## config.mk

```make
export PLATFORM = sky130hd
export DESIGN_NAME = core_clock_ctrl
export DESIGN_NICKNAME = d
export VERILOG_FILES = /design/src/rtl/clk_ctrl_pkg.sv /design/src/rtl/button_debounce.sv /design/src/rtl/core_clock_ctrl.sv
export SDC_FILE = /design/constraint.sdc
export NUM_CORES = 1
export LEC_CHECK = 0
export CORE_MARGIN = 2
export CORE_UTILIZATION = 35
export DETAILED_ROUTE_END_ITERATION = 8
export GPL_ROUTABILITY_DRIVEN = 0
export GPL_TIMING_DRIVEN = 0
export HOLD_SLACK_MARGIN = 0.02
export PLACE_DENSITY_LB_ADDON = 0.08
export SYNTH_ARGS = -nofsm -noshare
export SYNTH_HDL_FRONTEND = slang
export SYNTH_SLANG_ARGS = --single-unit
```

## constraint.sdc

```tcl
create_clock -name clk_i -period 4.65 [get_ports clk_i]
set_input_delay 0.465 -clock clk_i [delete_from_list [all_inputs] [get_ports clk_i]]
set_output_delay 0.465 -clock clk_i [all_outputs]
set_load 0.01 [all_outputs]
```

## src/rtl/clk_ctrl_pkg.sv

```systemverilog
`default_nettype none
// ============================================================================
// Module      : clk_ctrl_pkg
// Description : Shared types for the core clock-enable / reset sequencer.
// Revision    : 1.0 - initial release
// ============================================================================
package clk_ctrl_pkg;

    typedef enum logic [1:0] {
        MODE_STEP  = 2'd0,
        MODE_SLOW  = 2'd1,
        MODE_FAST  = 2'd2,
        MODE_BURST = 2'd3
    } ce_mode_t;

    typedef enum logic [1:0] {
        ST_HOLD  = 2'd0,
        ST_IDLE  = 2'd1,
        ST_RUN   = 2'd2,
        ST_BURST = 2'd3
    } ce_state_t;

    // Free-running modes start ticking immediately; the others wait for a press.
    function automatic ce_state_t entry_state(input ce_mode_t m);
        return ((m == MODE_SLOW) || (m == MODE_FAST)) ? ST_RUN : ST_IDLE;
    endfunction

endpackage
`default_nettype wire

```

## src/rtl/button_debounce.sv

```systemverilog
`default_nettype none
// ============================================================================
// Module      : button_debounce
// Description : Two-flop synchroniser, stability counter and press-edge pulse.
// Revision    : 1.0 - initial release
// ============================================================================
module button_debounce #(
    parameter int DEBOUNCE_CYCLES = 500000
) (
    input  logic clk_i,
    input  logic rst_i,
    input  logic btn_n_i,
    output logic press_o
);

    localparam int CNT_W = (DEBOUNCE_CYCLES > 1) ? $clog2(DEBOUNCE_CYCLES) : 1;
    localparam logic [CNT_W-1:0] CNT_LAST = CNT_W'(DEBOUNCE_CYCLES - 1);

    logic             sync1_q, sync2_q;
    logic             stable_q, stable_d;
    logic             press_q, press_d;
    logic [CNT_W-1:0] cnt_q, cnt_d;

    // The counter only runs while the synchronised level disagrees with the
    // accepted level; any agreement in between restarts the stability window.
    always_comb begin
        stable_d = stable_q;
        press_d  = 1'b0;
        cnt_d    = '0;
        if (sync2_q != stable_q) begin
            if (cnt_q == CNT_LAST) begin
                stable_d = sync2_q;
                press_d  = ~sync2_q;
            end else begin
                cnt_d = cnt_q + 1'b1;
            end
        end
    end

    always_ff @(posedge clk_i) begin
        if (rst_i) begin
            sync1_q  <= 1'b1;
            sync2_q  <= 1'b1;
            stable_q <= 1'b1;
            press_q  <= 1'b0;
            cnt_q    <= '0;
        end else begin
            sync1_q  <= btn_n_i;
            sync2_q  <= sync1_q;
            stable_q <= stable_d;
            press_q  <= press_d;
            cnt_q    <= cnt_d;
        end
    end

    assign press_o = press_q;

endmodule
`default_nettype wire

```

## src/rtl/core_clock_ctrl.sv

```systemverilog
`default_nettype none
// ============================================================================
// Module      : core_clock_ctrl
// Description : CPU clock-enable and stretched-reset sequencer (step/slow/fast/burst).
// Revision    : 1.0 - initial release
// ============================================================================
module core_clock_ctrl
    import clk_ctrl_pkg::*;
#(
    parameter int RST_CYCLES      = 2**24,
    parameter int DEBOUNCE_CYCLES = 500000,
    parameter int DIV_W           = 24,
    parameter int BURST_W         = 16
) (
    input  logic               clk_i,
    input  logic               rst_i,
    input  logic               step_n_i,
    input  logic [1:0]         mode_i,
    input  logic [DIV_W-1:0]   slow_div_i,
    input  logic [DIV_W-1:0]   fast_div_i,
    input  logic [BURST_W-1:0] burst_len_i,
    input  logic               halt_i,
    output logic               core_rst_o,
    output logic               core_ce_o,
    output logic               running_o,
    output logic [31:0]        tick_count_o
);

    localparam int HOLD_W = (RST_CYCLES > 1) ? $clog2(RST_CYCLES) : 1;
    localparam logic [HOLD_W-1:0] HOLD_LAST = HOLD_W'(RST_CYCLES - 1);

    ce_state_t          state_q, state_d;
    ce_mode_t           mode_q, mode_d;
    ce_mode_t           mode_in;
    logic [HOLD_W-1:0]  hold_q, hold_d;
    logic [DIV_W-1:0]   div_q, div_d;
    logic [BURST_W-1:0] burst_q, burst_d;
    logic               core_ce_q, core_ce_d;
    logic               core_rst_q, core_rst_d;
    logic [31:0]        tick_q, tick_d;
    logic [DIV_W-1:0]   sel_div;
    logic               div_hit;
    logic               press;

    button_debounce #(
        .DEBOUNCE_CYCLES (DEBOUNCE_CYCLES)
    ) u_debounce (
        .clk_i   (clk_i),
        .rst_i   (rst_i),
        .btn_n_i (step_n_i),
        .press_o (press)
    );

    assign mode_in = ce_mode_t'(mode_i);
    assign sel_div = (mode_q == MODE_SLOW) ? slow_div_i : fast_div_i;
    // >= rather than == so a divider lowered below the current count fires at once.
    assign div_hit = (div_q >= sel_div);

    always_comb begin
        state_d    = state_q;
        mode_d     = mode_q;
        hold_d     = hold_q;
        div_d      = div_q;
        burst_d    = burst_q;
        core_ce_d  = 1'b0;
        core_rst_d = core_rst_q;
        tick_d     = core_rst_q ? 32'd0 : (tick_q + 32'(core_ce_q));

        if (state_q == ST_HOLD) begin
            mode_d = mode_in;
            if (hold_q == HOLD_LAST) begin
                core_rst_d = 1'b0;
                hold_d     = '0;
                state_d    = entry_state(mode_in);
            end else begin
                hold_d = hold_q + 1'b1;
            end
        end else if (mode_in != mode_q) begin
            mode_d  = mode_in;
            div_d   = '0;
            burst_d = '0;
            state_d = entry_state(mode_in);
        end else if (!halt_i) begin
            case (state_q)
                ST_IDLE: begin
                    if (press) begin
                        if (mode_q == MODE_STEP) begin
                            core_ce_d = 1'b1;
                        end else if ((mode_q == MODE_BURST) && (burst_len_i != '0)) begin
                            burst_d = burst_len_i;
                            div_d   = '0;
                            state_d = ST_BURST;
                        end
                    end
                end
                ST_RUN: begin
                    if (div_hit) begin
                        core_ce_d = 1'b1;
                        div_d     = '0;
                    end else begin
                        div_d = div_q + 1'b1;
                    end
                end
                ST_BURST: begin
                    if (div_hit) begin
                        core_ce_d = 1'b1;
                        div_d     = '0;
                        burst_d   = burst_q - 1'b1;
                        if (burst_q == BURST_W'(1)) begin
                            state_d = ST_IDLE;
                        end
                    end else begin
                        div_d = div_q + 1'b1;
                    end
                end
                default: state_d = ST_HOLD;
            endcase
        end
    end

    always_ff @(posedge clk_i) begin
        if (rst_i) begin
            state_q    <= ST_HOLD;
            mode_q     <= MODE_STEP;
            hold_q     <= '0;
            div_q      <= '0;
            burst_q    <= '0;
            core_ce_q  <= 1'b0;
            core_rst_q <= 1'b1;
            tick_q     <= '0;
        end else begin
            state_q    <= state_d;
            mode_q     <= mode_d;
            hold_q     <= hold_d;
            div_q      <= div_d;
            burst_q    <= burst_d;
            core_ce_q  <= core_ce_d;
            core_rst_q <= core_rst_d;
            tick_q     <= tick_d;
        end
    end

    assign core_rst_o   = core_rst_q;
    assign core_ce_o    = core_ce_q;
    assign running_o    = (state_q == ST_RUN) || (state_q == ST_BURST);
    assign tick_count_o = tick_q;

endmodule
`default_nettype wire

```

# --- Word level (Yosys, flattened, before mapping) ---
# Cells that the tools add are included.
classes:
  add_sub_neg: 5
  n_mul: 0
  div: 0
  n_lt_le_gt_ge: 1
  n_eq_ne: 25
  shift: 0
  muxes: 33
  bitwise_logic: 4
  n_reduce_logical: 19
ops:
  columns: ["operator", "n"]
  rows:
  - ["two-way mux 24 bit", 8]
  - ["two-way mux 16 bit", 6]
  - ["adder 24 x 1 -> 24 bit (second input constant)", 2]
  - ["case mux 24 bit (2 select lines)", 1]
  - ["adder 32 x 1 -> 32 bit", 1]
  - ["case mux 16 bit (2 select lines)", 1]
  - ["equality test 24 bit (second input constant)", 1]
  - ["greater-or-equal comparator 24 bit", 1]
  - ["two-way mux 2 bit", 12]
  - ["adder 19 x 1 -> 19 bit (second input constant)", 1]
  - ["equality test 19 bit (second input constant)", 1]
  - ["equality test 16 x 1 -> 1 bit (second input constant)", 1]
  - ["!= test 4 bit (second input constant)", 4]
  - ["nonzero test 16 bit", 1]
  - ["subtractor 16 x 1 -> 16 bit (second input constant)", 1]
  - ["!= test 3 bit (second input constant)", 4]
  - ["equality test 2 bit (second input constant)", 4]
  - ["AND reduction 8 bit", 1]
  - ["AND reduction 7 bit", 1]
  - ["equality test 2 x 1 -> 1 bit (second input constant)", 3]
  - ["case mux 2 bit (3 select lines)", 1]
  - ["AND reduction 6 bit", 1]
  - ["nonzero test 3 bit", 2]
  - ["OR reduction 3 bit", 2]
  - ["16 further kinds", 26]
totals:
  reg_bits: 125
  latch_bits: 0
  mem_bits_rw: 0
  romBits: 0
  in_bits: 70
  output_inout_bits: 35
  elab_cells: 100
  n_memories: 0

# --- Logic depth before layout (Yosys ltp) ---
depth:
  word_depth: 9
  ltp_mapped: 13
  ltp_nobuf: 10

# --- Cells and area by module ---
# Synthesis repeated with hierarchy kept, for this count alone.
hier_totals:
  cells_unflattened: 795
  hier_area_um2: 6750.2
by_module_without_submodules:
  columns: ["mod", "n_inst", "cells_per_inst", "area_per_inst_um2", "seq_area_each_um2"]
  rows:
  - ["core_clock_ctrl", 1, 681, 5748.0, 2042.0]
  - ["button_debounce", 1, 114, 1002.2, 460.4]

# --- Worst setup path after synthesis ---
# Ideal clock, no wire load.
synth_timing:
  path_kind: "reg2reg"
  start: "register mode_q[0]"
  end: "register burst_q[8]"
  setup_ns: 0.120
  arrival_ns: 3.168
  required_time_ns: 4.530
  setup_slack_ns: 1.363
  path_stages_with_launch: 14
  n_path_buf: 3
  synth_period_minus_slack_ns: 3.287
  cell_sequence: "dfxtp_1 -> nor2b_1 -> clkbuf_1 -> buf_1 -> mux2i_1 -> ha_1 -> and3_1 -> o21ai_0 -> a311oi_1 -> o31a_1 -> nor3b_2 -> buf_2 -> nor4_1 -> a211o_1"
synth_between:
  elab_chain_cells: 5
  word_cells_on_any_way: 15
  cone_classes: "order compare (1); eq/ne (8); mux (2); reduce/logical (4)"
synth_lines:
  columns: ["element", "line_no", "source"]
  rows:
  - ["start, declared", "core_clock_ctrl.sv:33", "ce_mode_t mode_q, mode_d;"]
  - ["start signal, assigned", "core_clock_ctrl.sv:133", "mode_q <= mode_d;"]
  - ["equality test 2 x 1 -> 1 bit", "core_clock_ctrl.sv:55", "assign sel_div = (mode_q == MODE_SLOW) ? slow_div_i : fast_div_i;"]
  - ["two-way mux 24 bit", "core_clock_ctrl.sv:55", null]
  - ["greater-or-equal comparator 24 bit", "core_clock_ctrl.sv:57", "assign div_hit = (div_q >= sel_div);"]
  - ["!= test 3 bit (no line)", null, null]
  - ["AND reduction 7 bit (no line)", null, null]
  - ["end signal, assigned", "core_clock_ctrl.sv:136", "burst_q <= burst_d;"]
  - ["end, declared", "core_clock_ctrl.sv:37", "logic [BURST_W-1:0] burst_q, burst_d;"]
# Several ways; a longest one is shown, not always the timed one.
# A chain may end at the register's enable or synchronous reset.

# --- Final worst setup path ---
layout_timing:
  start: "register mode_q[0]"
  end: "register burst_q[3]"
# Same word-level chain as after synthesis.

==> flow_summary.ini <==
[status]
outcome = complete, no violations

[logic_synthesis]
yosysUniqueCellTypes = 69
synthArstFlopShare = 0
ys.flop_type = dfxtp_1
synth_fp_nets = 894
yosysSeqAreaShare = 0.374
syn_inst = 793
avgSynthCellArea_um2 = 8.43
synth_enable_flop_cells = 0
ys_warn_count = 0
synth_seq_cells = 125
syn-cell-area_um2 = 6690

[layout]
final_cell_area_um2 = 8630
final_cells = 1163
drive_above_1_share = 0.0581
diodes = 0
nets = 1017
area_growth_pct = 29.1

[power]
vdd_drop_max_mv = 0.254
powerDensity_nw_per_um2 = 303
p_leak_nw = 3.05

[cts]
ctsLongestPathBuffers = 2
cts_hold_buf = 0
ctsHtreeMaxLevel = 4
cts_buffers = 17
path_clk_slew_ns = 0.06
clock-root-buffer = clkbuf_16
numClockSinks = 125
clock_latency_ns = 0.42
cts_tree = built

[floorplan]
dieArea_um2 = 20200
core_area_um2 = 18700
chipHeight_um = 142
rows = 50
start_util = 0.357
num_io_pins = 105
die_width_um = 142

[grt]
grtUsageTotal = 0.178
grt_pass1_wl_um = 28700
antenna_found_initial = 0
grt_max_degree = 17
grt_pass1_vias = 5700
overflow = 0

[worst_hold_path]
hold_path_class = reg -> reg
hold_depth = 1

[placement]
port_buffers = 104
post-dp-hpwl_um = 12900
post-place-ws_ns = 0.0839
placed_cell_area_um2 = 8020
place_inst = 1131

[critical_path]
end_kind = flip-flop
crit_arrival_ns = 4.43
required_ns = 4.91
ff2ff_setup_slack_ns = 0.48
reg2reg_depth = 12
cp_max_fo = 10
crit_type = reg -> reg
start_kind = flip-flop

[routing]
ant_nets = 0
vias = 5938
via_per_inst = 5.11
wire_per_inst_um = 15.0
wirelength_um = 17500
drt-initial-drc-count = 336
remaining_drc_errors = 0
drt_first_pass_iters = 5

[sta]
slew_viol_final = 0
finalSetupViolCount = 0
fin_crit_sh = 0.896
slew_headroom = 0.391
setup_tns_ns = 0
clock-skew-final_ns = 0.00885
max_freq_mhz = 240
min_period_ns = 4.17
fin_ws_ns = 0.483
final_hold_viol_count = 0
worst_slew_pin_slew_ns = 0.908
rsz0062_at_grt = no

[job]
maxCapViolations = 0
## critical path, stage by stage (launching register included)
cell and delay (ns):
dfxtp_1 0.38, nor2b_1 0.18, clkbuf_1 0.33, clkbuf_2 0.40, mux2i_1 0.15, ha_1 0.33
and4_1 0.22, nand2_1 0.08, nor3_1 0.33, o31a_1 0.41, nor2_1 0.17, a311oi_1 0.81
o221ai_1 0.20
## power by group
part,leakage [nW],internal (mW),switching [mW]
logic,1.74,0.0870,0.0717
clock network,0.294,0.859,0.517
registers,1.01,1.08,0.00390
## path summary, 6_finish.rpt
path	startpoint	endpoint
setup reg to reg	mode_q[0]	burst_q[3]
hold / removal	u_debounce.sync1_q	u_debounce.sync2_q
setup / recovery	mode_q[0]	burst_q[3]
hold reg to reg	u_debounce.sync1_q	u_debounce.sync2_q
## logic make-up (layout without fill, tap and decap cells)
kind of cell	count (synthesis)	count (layout)	synth area share
mux	26	26	0.0391
xor+xnor	89	89	0.117
simple gates	372	372	0.278
fa+ha+maj	31	31	0.0580
buf+inv	49	185	0.0301
compound gates	101	101	0.104
flops	125	125	0.374
## Yosys cell counts (all sizes together), types with 4 or more instances
master / count / area, um^2
o22ai: 4 / 25.0
nor2b: 9 / 56.3
mux2i: 25 / 250
and3: 11 / 68.8
buf: 5 / 36.3
xor2: 56 / 490
xnor2: 33 / 289
nor4: 10 / 68.8
clkbuf: 24 / 90.1
o21ai: 18 / 90.1
nor4b: 5 / 50.0
and4: 12 / 105
nor2: 137 / 514
and2: 4 / 25.0
nor3: 23 / 136
a21o: 5 / 37.5
nand2b: 5 / 31.3
a31oi: 5 / 31.3
nand2: 60 / 233
nand4: 27 / 169
or3: 11 / 68.8
or2: 6 / 37.5
ha: 31 / 388
inv: 20 / 75.1
nand3: 43 / 215
dfxtp: 125 / 2500
a21oi: 26 / 130
## metal layers
layer  global-route usage  wire [um]  vias up
li1                     -          -     3060
met1                0.239       8560     2733
met2                0.282       7890      125
met3               0.0444        821       20
met4               0.0558        199        0
met5                    0          0        -
## metrics by stage
stage,utilization,power [mW],hold WS (ns)
CTS,0.461,2.65,0.421
finish,0.461,2.61,0.420
floorplan,-,1.17,0.389
global route,0.461,2.71,0.426
detailed placement,0.429,1.26,0.408
global placement,0.429,1.26,0.409
## placed cells by master (no fill, tap or decap), types with 24 or more instances in the layout
master / netlist / layout
nand2_1: 59 / 59
a21oi_1: 26 / 26
xor2_1: 56 / 56
clkdlybuf4s50_1: 0 / 104
xnor2_1: 33 / 33
mux2i_1: 25 / 25
nand4_1: 27 / 27
nand3_1: 43 / 43
dfxtp_1: 125 / 125
clkbuf_1: 24 / 24
nor2_1: 137 / 137
ha_1: 31 / 31
## flip-flops by register name, indices dropped and copies added (netlist names)
register	cells
u_debounce.press_o	1
u_debounce.cnt_q	19
u_debounce.sync2_q	1
u_debounce.sync1_q	1
hold_q	24
u_debounce.stable_q	1
state_q	2
burst_q	16
div_q	24
core_rst_o	1
mode_q	2
core_ce_o	1
tick_count_o	32
## timing repair
item / CTS / global route
setup buffers: 0 / 0
endpoints found under the setup margin: 0 / 25
gates resized for setup: 0 / 3
## final cells by class
type / count / area (um^2)
Sequential cell: 125 / 2500
Buffer: 29 / 129
Clock buffer: 19 / 443
Multi-Input combinational cell: 619 / 3980
Inverter: 20 / 75.1
Tap cell: 234 / 293
Fill cell: 1879 / 10100
Timing Repair Buffer: 104 / 1040
Clock inverter: 13 / 164
Power figures use the tool's default switching activity.
